[src/rtl/iiitb_usr_pkg.sv]
// iiitb_usr_pkg
//   Shared constants for the universal shift register: mode select
//   encodings and the default register width.
package iiitb_usr_pkg;

  localparam int DEFAULT_WIDTH = 8;

  typedef enum logic [1:0] {
    SEL_SHL  = 2'b00,
    SEL_SHR  = 2'b01,
    SEL_LOAD = 2'b10,
    SEL_HOLD = 2'b11
  } sel_e;

endpackage : iiitb_usr_pkg

[src/rtl/usr_bit_mux.sv]
// usr_bit_mux
//   Next-state selector for one bit of the universal shift register.
//   Ports:
//     sel_i   - mode select (shift left / shift right / load / hold)
//     cur_i   - current value of this bit
//     shl_i   - value entering this bit on a left shift
//     shr_i   - value entering this bit on a right shift
//     load_i  - parallel load value for this bit
//     nxt_o   - next value of this bit
module usr_bit_mux
  import iiitb_usr_pkg::*;
(
  input  logic [1:0] sel_i,
  input  logic       cur_i,
  input  logic       shl_i,
  input  logic       shr_i,
  input  logic       load_i,
  output logic       nxt_o
);

  // Anything not matching a defined encoding (including X/Z) falls to hold.
  always_comb begin
    nxt_o = cur_i;
    case (sel_i)
      SEL_SHL:  nxt_o = shl_i;
      SEL_SHR:  nxt_o = shr_i;
      SEL_LOAD: nxt_o = load_i;
      default:  nxt_o = cur_i;
    endcase
  end

endmodule : usr_bit_mux

[src/rtl/iiitb_usr.sv]
// iiitb_usr
//   WIDTH-bit universal shift register: shift left, shift right,
//   parallel load or hold, selected every clock edge.
//   Ports:
//     data_in  - parallel load data
//     data_out - register contents, straight from the flops
//     clock    - rising-edge clock
//     clear    - asynchronous active-low reset (clears register)
//     select   - mode: 00 shl, 01 shr, 10 load, 11 hold
//     sl_ser   - serial bit entering LSB on a left shift
//     sr_ser   - serial bit entering MSB on a right shift
module iiitb_usr
  import iiitb_usr_pkg::*;
#(
  parameter int WIDTH = DEFAULT_WIDTH
) (
  input  logic [WIDTH-1:0] data_in,
  output logic [WIDTH-1:0] data_out,
  input  logic             clock,
  input  logic             clear,
  input  logic [1:0]       select,
  input  logic             sl_ser,
  input  logic             sr_ser
);

  logic [WIDTH-1:0] data_q;
  logic [WIDTH-1:0] data_d;
  logic [WIDTH-1:0] shl_src;
  logic [WIDTH-1:0] shr_src;

  // Bit i receives shl_src[i] on a left shift and shr_src[i] on a right
  // shift; the bit pushed out of the far end is simply dropped.
  assign shl_src = {data_q[WIDTH-2:0], sl_ser};
  assign shr_src = {sr_ser, data_q[WIDTH-1:1]};

  for (genvar i = 0; i < WIDTH; i++) begin : g_bit
    usr_bit_mux u_mux (
      .sel_i  (select),
      .cur_i  (data_q[i]),
      .shl_i  (shl_src[i]),
      .shr_i  (shr_src[i]),
      .load_i (data_in[i]),
      .nxt_o  (data_d[i])
    );
  end

  always_ff @(posedge clock or negedge clear) begin
    if (!clear) begin
      data_q <= '0;
    end else begin
      data_q <= data_d;
    end
  end

  assign data_out = data_q;

endmodule : iiitb_usr

[config.mk]
export PLATFORM = sky130hd
export DESIGN_NAME = iiitb_usr
export DESIGN_NICKNAME = d
export VERILOG_FILES = /design/src/rtl/iiitb_usr_pkg.sv /design/src/rtl/usr_bit_mux.sv /design/src/rtl/iiitb_usr.sv
export SDC_FILE = /design/constraint.sdc
export NUM_CORES = 1
export LEC_CHECK = 0
export ABC_AREA = 1
export BUFFER_PORTS_ARGS = -buffer_cell sky130_fd_sc_hd__buf_2
export CAP_MARGIN = 20
export CORE_UTILIZATION = 25
export DETAILED_ROUTE_END_ITERATION = 12
export GPL_ROUTABILITY_DRIVEN = 0
export GPL_TIMING_DRIVEN = 0
export PLACE_DENSITY = 0.47
export REMOVE_ABC_BUFFERS = 1
export SETUP_SLACK_MARGIN = 0.1
export SLEW_MARGIN = 20
export SYNTH_ARGS = -nofsm -noshare
export SYNTH_HDL_FRONTEND = slang
export SYNTH_SLANG_ARGS = --single-unit
[constraint.sdc]
create_clock -name clock -period 0.8 [get_ports clock]
set_clock_uncertainty 0.05 [all_clocks]
set_input_delay 0.16 -clock clock [delete_from_list [all_inputs] [get_ports clock]]
set_output_delay 0.16 -clock clock [all_outputs]
set_load 0.02 [all_outputs]
Yosys cells after proc, flatten, opt, wreduce, memory -nomap -nowiden
Index checks and enable logic that the tools add are counted.
{ "op_classes": {"n_eq_ne": 2, "n_mux": 8, "n_reduce_logical": 2} }
{ "ops": {"columns": ["cell", "count"], "rows": [
  ["1-bit case mux with 3 select lines", 8],
  ["3-bit nonzero test", 1],
  ["2-bit by 1-bit equality test with 1-bit output (second input constant)", 1],
  ["2-bit equality test (second input constant)", 1],
  ["2-bit logical NOT", 1]
]} }
{ "totals": {"output_inout_bits": 8, "input_bits": 14, "ff_bits": 8} }

Logic depth before layout (Yosys ltp)
Gate-level depths: netlist of run 1.
{ "logic_depth": {"ltp_word": 2, "mapped_depth": 7, "depth_no_buf": 6} }

By module
Synthesis of run 1 repeated with hierarchy kept, for this count alone.
{ "unflattened": {"cells_unflattened": 112, "area_unflattened_um2": 610.6} }
{ "by_module_without_submodules": {"columns": ["mod", "cells_each", "instances", "area_each_um2", "seq_area_each_um2"], "rows": [
  ["usr_bit_mux", 13, 8, 51.3, 0.0],
  ["iiitb_usr", 8, 1, 200.2, 200.2]
]} }

Worst setup path after synthesis of run 1
No wires, ideal clock.
{ "synth_timing": {"kind": "input -> register", "from": "input port select[0]", "to": "register data_q[0], in the netlist data_out[0]", "stages": 7, "setup_time_ps": 116, "t_required_ps": 634, "arrival_ps": 863, "setup_slack_ps": -229, "n_path_buf": 1, "path_cell_list": "inv_1 > ha_1 > clkbuf_8 > inv_4 > nand3_1 > nand2_1 > nand2_1"} }
{ "synth_between": {"elab_chain_cells": 2, "elab_cells_between_ends": 5} }
{ "synth_rtl": {"columns": ["item", "line_no", "rtl"], "rows": [
  ["start, declared", "iiitb_usr.sv:21", "input logic [1:0] select,"],
  ["2-bit equality test, or another cell as far along", "usr_bit_mux.sv:24", "case (sel_i)"],
  ["1-bit case mux with 3 select lines or 3-bit nonzero test (tied branches)", null, null],
  ["end signal, assigned", "iiitb_usr.sv:51", "data_q <= data_d;"],
  ["end, declared", "iiitb_usr.sv:26", "logic [WIDTH-1:0] data_q;"]
]} }
Several ways; a longest one is shown, not always the timed one.
A chain may end at the register's enable or synchronous reset.

Worst setup path in the final report of run 1
{ "layout_timing": {"from": "register data_q[6], in the netlist data_out[6]", "to": "output port data_out[6]"} }
{ "layout_rtl": {"columns": ["item", "line_no", "rtl"], "rows": [
  ["end, declared", "iiitb_usr.sv:18", "output logic [WIDTH-1:0] data_out,"]
]} }
No word-level cell between the ends.

==> impl_metrics.yaml, run 1 <==
placed_design:
  place_hpwl_um: 959
  io_buffers: 21
  dp_slack_ns: -0.493
sta:
  holdWs_ns: 0.157
  slew_violations: 0
  hold_viol: 0
  finalCritPeriodShare_pct: 128
  worst_pin_slew_ns: 0.383
  rsz0062_at_grt: "true"
  finalWorstSetupSlack_ns: -0.225
  setup_violations: 16
  maxSlewHeadroom_pct: 74.4
  max_clock_freq_mhz: 975
  fin_crit_ns: 1.03
cts:
  cts-root-buf: "clkbuf_4"
  clock_path_buffers: 2
  cts_num_sinks: 8
  cts_inserted_buffers: 3
  cts_tree: "done"
  htreeDepth: 1
  clk_pin_slew_ns: 0.06
  clk-insertion-delay-late_ns: 0.26
setup_path:
  crit_family: "flip-flops"
  path_class: "reg -> out"
  critPathBufInv: 1
  path_cells: "buf_6"
  start_kind: "flop"
  worst_ep_required_time_ns: 0.59
  crit_slowest_cell: "dfrtp_1"
  max_stage_delay_ns: 0.41
  crit_fanout: 2
  cp-end-kind: "output port"
  cp_data_arrival_time_ns: 0.82
power:
  p_sw_w: 0.000635
  power_density_mw_per_mm2: 1840
  pwr-share-clk_pct: 18.8
  p_seq_share_pct: 31.8
  ir_worst_vdd_v: 0.000865
  p_leak_nw: 0.502
  switching_share_pct: 36.9
  p_comb_share_pct: 49.4
  internal_power_w: 0.00109
yosys:
  seq_area_frac_synth_pct: 31.8
  synth_cells: 91
  postSynthAreaPerCell_um2: 6.92
  ys_ff_latch: 8
  ys_types: 13
  synth.cell_area_um2: 629
  yosysWarnings: 0
global_route:
  grt_usage_pct: 13.1
  antenna_found_initial: 0
  grt_pass1_vias: 587
  grt_max_degree: 17
  grt_pass1_wl_um: 2490
  grt-ovfl-total: 0
floorplan:
  rows: 17
  die_width_um: 52.2
  floorplan.initialDensity_pct: 27.4
  die_h_um: 52.2
  core_mm2: 0.00230
  dieArea_mm2: 0.00272
  ios: 22
min_path:
  hold_path_class: "in -> reg"
cells_and_area:
  final_layout_size_suffix_gt1_share_pct: 55.0
  fin_nets: 130
  layout_common_cells: "32 x nand2_1, 16 x buf_6, 13 x buf_2"
  largest_register_ffs: 8
  layout_commonest_cell: "nand2_1"
  diodes: 0
  synthToLayoutAreaGrowth_pct: 48.9
detailed_routing:
  antenna_left: 0
  finalWirelength_um: 1590
  via_per_inst: 4.40
  drc_errors: 0
  first_pass_iters: 4
  vias: 612
  avgRoutedWirePerCell_um: 11.4
  drt-initial-drc-count: 10
outcome:
  outcome: "complete, but fails checks"
  failed_checks: "negative setup slack"
run:
  drv_cap: 0
## cell usage after synthesis
| library cell | count | area (µm²) |
|---|---|---|
| nand2_1 | 40 | 150 |
| inv_1 | 10 | 37.5 |
| buf_4 | 8 | 60.1 |
| dfrtp_1 | 8 | 200 |
| nand3_1 | 8 | 40.0 |
| a21oi_1 | 6 | 30.0 |
| ha_1 | 3 | 37.5 |
| a21oi_2 | 2 | 17.5 |
| clkbuf_2 | 2 | 10.0 |
| buf_6 | 1 | 11.3 |
| buf_8 | 1 | 15.0 |
| clkbuf_8 | 1 | 13.8 |
| inv_4 | 1 | 6.26 |
## power groups by stage
stage | Sequential [W] | Clock (W) | Combinational, W
global placement | 0.000555 | 0 | 0.000456
global route | 0.000555 | 0.000361 | 0.000922
finish | 0.000547 | 0.000324 | 0.000851
CTS | 0.000546 | 0.000346 | 0.000758
floorplan | 0.000637 | 0 | 0.000206
detailed placement | 0.000558 | 0 | 0.000456
## repair_timing
| item | CTS | global route |
|---|---|---|
| setup endpoints to repair | 16 | 16 |
| buffers inserted | 7 | 1 |
| hold buffers | 1 | 0 |
| endpoints found under the hold margin | 8 | 0 |
| resized for setup | 37 | 18 |
| pin swaps | 13 | 15 |
## path summary, 6_finish.rpt
path                             start     endpoint  slack (ns)  cells after the start
min in group asynchronous        clear  data_out[0]        0.24                      2
min                         data_in[1]  data_out[1]        0.16                      5
max                        data_out[6]  data_out[6]       -0.23                      1
max in group asynchronous        clear  data_out[3]        0.27                      2
max reg2reg                data_out[6]  data_out[5]       -0.13                      5
min reg2reg                data_out[0]  data_out[0]        0.55                      3
## kinds of logic after synthesis
logic type,count (synthesis),synth area share [%]
and+or+nand+nor,48,30.2
DFF,8,31.8
buffers and inverters,24,24.5
AOI/OAI and AO/OA,8,7.56
adders and majority gates,3,5.96
## metrics by stage
| step | std cells | setup TNS (ns) | instance area [µm²] | util [%] | power (W) |
|---|---|---|---|---|---|
| final | 139 | -2.51 | 937 | 40.8 | 0.00172 |
| after global placement | 127 | -3.96 | 659 | 28.7 | 0.00101 |
| after global routing | 139 | -3.07 | 937 | 40.8 | 0.00184 |
| after detailed placement | 127 | -3.90 | 659 | 28.7 | 0.00101 |
| after floorplan | 78 | -2.00 | 519 | - | 0.000843 |
| after CTS | 138 | -2.50 | 862 | 37.5 | 0.00165 |
## layout make-up
class                           count  area, µm²
Inverter                           11       46.3
Multi-Input combinational cell     59        378
Timing Repair Buffer               30        255
Tap cell                           28       35.0
Sequential cell                     8        200
Clock buffer                        3       22.5
Fill cell                         253       1360
## layer usage
layer / routed length (µm) / up-vias / GRT usage, %
li1: - / 309 / -
met1: 728 / 277 / 16.3
met2: 764 / 22 / 20.7
met3: 73 / 4 / 2.61
met4: 18 / 0 / 7.89
met5: 0 / - / 0
(Power assumes the default switching activity.)
==> run 2, diff against run 1 <==
- CORE_UTILIZATION: 25 -> 47
- PLACE_DENSITY: 0.47 -> 0.76
- clock period: 0.8 -> 1.15 ns (I/O delays scaled with it)
==> impl_metrics.yaml, run 2 (synthesis gave the netlist of run 1 again) <==
cells_and_area:
  layout_common_cells: "40 x nand2_1, 13 x buf_2, 10 x inv_1"
  regArea_um2: 200
  largest_register_ffs: 8
  multi_input_area_um2: 290
  diodes: 0
  fin_nets: 130
  final_cells: 125
  fillers: 102
  final_layout_size_suffix_gt1_share_pct: 33.3
  design_area_um2: 800
  synthToLayoutAreaGrowth_pct: 27.0
  layout_commonest_cell: "nand2_1"
run:
  drv_cap: 0
cts:
  clock_path_buffers: 2
  cts_tree: "done"
  cts-root-buf: "clkbuf_4"
  cts_inserted_buffers: 3
  cts_num_sinks: 8
  clk_pin_slew_ns: 0.06
  htreeDepth: 1
  clk-insertion-delay-late_ns: 0.25
setup_path:
  crit_family: "flip-flops"
  critPathBufInv: 1
  start_kind: "flop"
  r2r_end: "data_out[1]"
  reg2reg_slack_ns: 0.21
  worst_ep_required_time_ns: 0.87
  crit_slowest_cell: "dfrtp_1"
  cp-end-kind: "output port"
  max_stage_delay_ns: 0.40
  r2r_start: "data_out[2]"
  path_class: "reg -> out"
  crit_fanout: 2
  path_cells: "buf_6"
  reg2reg_depth: 5
  cp_data_arrival_time_ns: 0.80
floorplan:
  core_mm2: 0.00117
  die_h_um: 38.6
  dieArea_mm2: 0.00149
  ios: 22
  die_width_um: 38.6
  floorplan.initialDensity_pct: 53.7
  rows: 12
placed_design:
  place_hpwl_um: 819
  dp.cells: 113
  placed_area_um2: 642
  io_buffers: 21
min_path:
  hold_start: "sr_ser"
  hold_path_class: "in -> reg"
  hold_depth: 5
  hold_end: "data_out[7]"
power:
  power_density_mw_per_mm2: 1340
  p_leak_nw: 0.447
  ir_worst_vdd_v: 0.000716
global_route:
  grt-ovfl-total: 0
  grt_usage_pct: 19.6
  top_usage_layer: "met1"
  grtUsageMet3_pct: 4.05
  use_met2_pct: 27.1
  grt_pass1_vias: 451
  grt_max_degree: 17
  grt_pass1_wl_um: 1990
  use_met1_pct: 29.2
  antenna_found_initial: 0
detailed_routing:
  avgRoutedWirePerCell_um: 10.2
  finalWirelength_um: 1280
  vias: 576
  via_per_inst: 4.61
  drc_errors: 0
  first_pass_iters: 4
  antenna_left: 0
  drt-initial-drc-count: 6
sta:
  slew_violations: 0
  hold_viol: 0
  max_clock_freq_mhz: 930
  maxSlewHeadroom_pct: 79.9
  fin_crit_ns: 1.08
  rsz0062_at_grt: "true"
  setup_violations: 0
  worst_pin_slew_ns: 0.302
  finalCritPeriodShare_pct: 93.5
outcome:
  outcome: "finished clean"
==> run 2: cell counts in the layout (fill, tap and decap cells not counted) <==
No cell type changed its count.
==> run 2: layout make-up <==
| class | instances | share of cell area (%) |
|---|---|---|
| timing repair buffer | 30 | 28.2 |
| tap | 14 | 2.19 |
| clock buffer | 3 | 2.82 |
| inverter | 11 | 5.48 |
| multi-input combinational | 59 | 36.3 |
| sequential | 8 | 25.0 |
==> run 2: stage by stage <==
| step | hold slack [ns] | setup slack (ns) | util (%) | total power (W) | setup TNS [ns] |
|---|---|---|---|---|---|
| 2_1_floorplan | -0.116 | 0.0294 | - | 0.000587 | 0 |
| 3_3_place_gp | 0.0338 | -0.190 | 54.8 | 0.000691 | -1.50 |
| 3_5_place_dp | 0.0358 | -0.209 | 54.8 | 0.000698 | -1.58 |
| 4_1_cts | 0.222 | 0.0760 | 66.7 | 0.00105 | 0 |
| 5_1_grt | 0.259 | 0.0540 | 68.3 | 0.00116 | 0 |
| 6_report | 0.225 | 0.0744 | 68.3 | 0.00107 | 0 |
==> run 2: repair_timing <==
action | CTS | global route
setup endpoints to repair | 16 | 14
buffers inserted | 8 | 0
hold buffers | 1 | 0
resized for setup | 15 | 4
endpoints found under the hold margin | 8 | 0
==> run 2: worst max-delay path by stage <==
stage / slack, ns / cells past startpoint / endpoint / startpoint
3_5_place_dp: -0.21 / 7 / data_out[6] / select[0]
2_1_floorplan: 0.03 / 6 / data_out[2] / select[0]
3_3_place_gp: -0.19 / 7 / data_out[4] / select[0]
5_1_grt: 0.05 / 1 / data_out[1] / data_out[1]
4_1_cts: 0.08 / 1 / data_out[1] / data_out[1]
6_report: 0.07 / 1 / data_out[6] / data_out[6]
==> run 2: routing by layer <==
layer  vias to the layer above  share of wire, %  wire length (µm)
met5                         -                 0                 0
met4                         0               1.5                19
met3                         2               5.4                69
met2                        18                44               558
met1                       245                49               629
li1                        311                 -                 -
==> run 2: where the power goes <==
group          leakage, nW  switching [W]  total (W)  internal [W]
combinational        0.335       0.000239   0.000486      0.000247
clock               0.0138      0.0000956   0.000215      0.000119
sequential          0.0980      0.0000363   0.000369      0.000333
total                0.447       0.000371    0.00107      0.000700
==> run 3, diff against run 2 <==
- SYNTH_HIERARCHICAL: not set -> 1
==> impl_metrics.yaml, run 3 <==
setup_path:
  crit_family: "flip-flops"
  cp-end-kind: "output port"
  reg2reg_slack_ns: 0.19
  max_stage_delay_ns: 0.40
  cp_data_arrival_time_ns: 0.78
  critPathBufInv: 1
  path_class: "reg -> out"
  path_cells: "buf_6"
  worst_ep_required_time_ns: 0.87
  crit_fanout: 2
  crit_slowest_cell: "dfrtp_1"
  start_kind: "flop"
placed_design:
  dp_slack_ns: 0.150
  dp.cells: 147
  place_hpwl_um: 887
  io_buffers: 21
  placed_area_um2: 733
floorplan:
  core_mm2: 0.00116
  dieArea_mm2: 0.00145
  die_width_um: 38.0
  ios: 22
  die_h_um: 38.0
  rows: 12
  floorplan.initialDensity_pct: 52.8
cells_and_area:
  largest_register_ffs: 8
  layout_commonest_cell: "nand2_1"
  fin_nets: 161
  final_cells: 159
  fillers: 98
  final_layout_size_suffix_gt1_share_pct: 33.1
  design_area_um2: 876
  synthToLayoutAreaGrowth_pct: 43.4
  diodes: 0
  layout_common_cells: "40 x nand2_1, 24 x inv_1, 16 x inv_2, 16 x nand3_1, 13 x buf_2"
yosys:
  yosysWarnings: 6
  yosys-top-cells-count: "40 x nand2_1, 24 x inv_1, 16 x inv_2, 16 x nand3_1"
  ys_types: 6
  synth_compound_area_share_pct: 0
  synth-simple-area-share_pct: 37.7
  ys_ff_latch: 8
  synth.cell_area_um2: 611
  postSynthAreaPerCell_um2: 5.45
  synth_cells: 112
  synth-xor-area-share_pct: 0
  synth_top_family_by_area: "simple AND/OR/NAND/NOR gates"
  synth-edff-count: 0
  synth_most_common_cell: "nand2_1"
  synth_ff_type: "dfrtp_1"
  seq_area_frac_synth_pct: 32.8
  synth-adder-area-share_pct: 0
  synth_area_leaders: "dfrtp_1 33%, nand2_1 25%, inv_1 15%"
  synth_top_area_share_pct: 32.8
  yosys.area.top_type: "dfrtp_1"
  synthMuxAreaShare_pct: 0
  async_flop_share_pct: 100
power:
  ir_worst_vdd_v: 0.000895
  p_leak_nw: 0.593
  finalPower_w: 0.000924
  power_density_mw_per_mm2: 1050
cts:
  clk-insertion-delay-late_ns: 0.24
  cts_inserted_buffers: 3
  cts_num_sinks: 8
  htreeDepth: 1
  clock_path_buffers: 2
  cts-root-buf: "clkbuf_4"
  clk_pin_slew_ns: 0.05
  cts_tree: "done"
min_path:
  hold_path_class: "in -> reg"
detailed_routing:
  avgRoutedWirePerCell_um: 7.79
  drc_errors: 0
  antenna_left: 0
  drt-initial-drc-count: 8
  via_per_inst: 4.30
  vias: 684
  finalWirelength_um: 1240
  first_pass_iters: 3
global_route:
  grt-ovfl-total: 0
  antenna_found_initial: 0
  grt_pass1_vias: 553
  grt_usage_pct: 21.9
  grt_max_degree: 25
  grt_pass1_wl_um: 2170
sta:
  fin_crit_ns: 1.06
  max_clock_freq_mhz: 941
  rsz0062_at_grt: "true"
  hold_viol: 0
  finalCritPeriodShare_pct: 92.4
  finalWorstSetupSlack_ns: 0.0877
  setup_violations: 0
  slew_violations: 0
  setup_tns_ns: 0
  maxSlewHeadroom_pct: 74.0
  worst_pin_slew_ns: 0.391
outcome:
  outcome: "finished clean"
run:
  drv_cap: 0
run 3: worst reg2reg max path, stage by stage, from the launching register on:
cell and delay [ns]:
dfrtp_1 0.40, buf_4 0.17, inv_1 0.05, nand2_1 0.04
nand3_1 0.09, nand2_1 0.05
run 3: cell families (layout without fill, tap and decap cells):
logic type	count (synthesis)	count (layout)
DFF	8	8
buffers and inverters	48	81
and+or+nand+nor	56	56
run 3: layer usage:
metal  up-vias  part of all wire, %  global-route usage [%]
li1        371                    -                       -
met1       300                   47                    25.7
met5         -                    0                       0
met4         0                    0                    5.36
met2        13                   50                    38.1
met3         0                  3.0                    6.98
run 3: report_power, final:
part	internal (W)	switching, W	leakage (nW)
Clock	0.000119	0.0000833	0.0138
Combinational	0.000182	0.000198	0.485
Sequential	0.000317	0.0000255	0.0941
Total	0.000617	0.000307	0.593
run 3: area by class of cell:
type	count	area (µm²)	area share [%]
well taps	14	17.5	2.00
repair buffers	30	225	25.7
flip-flops and latches	8	200	22.9
clock buffers	3	22.5	2.57
multi-input cells	56	230	26.3
inverters	48	180	20.6
run 3: path summary, 6_finish.rpt:
| path | start | endpoint | depth (start not counted) |
|---|---|---|---|
| hold reg to reg | data_out[0] | data_out[1] | 5 |
| hold / removal | data_in[0] | data_out[0] | 5 |
| setup reg to reg | data_out[6] | data_out[6] | 5 |
| max in group asynchronous | clear | data_out[0] | 2 |
| min in group asynchronous | clear | data_out[4] | 2 |
| setup / recovery | data_out[6] | data_out[6] | 1 |
run 3: timing repair:
item                                    CTS  global route
gates cloned                              0             0
hold endpoints to repair                  8             0
endpoints found under the setup margin    8             8
setup buffers                             8             0
hold buffers                              1             0
resized for setup                        16             0
run 3: stage by stage:
step                hold slack [ns]  util, %
floorplan                    -0.116        -
global placement             0.0247     63.4
detailed placement           0.0309     63.4
CTS                           0.229     75.8
global route                  0.242     75.8
finish                        0.237     75.8
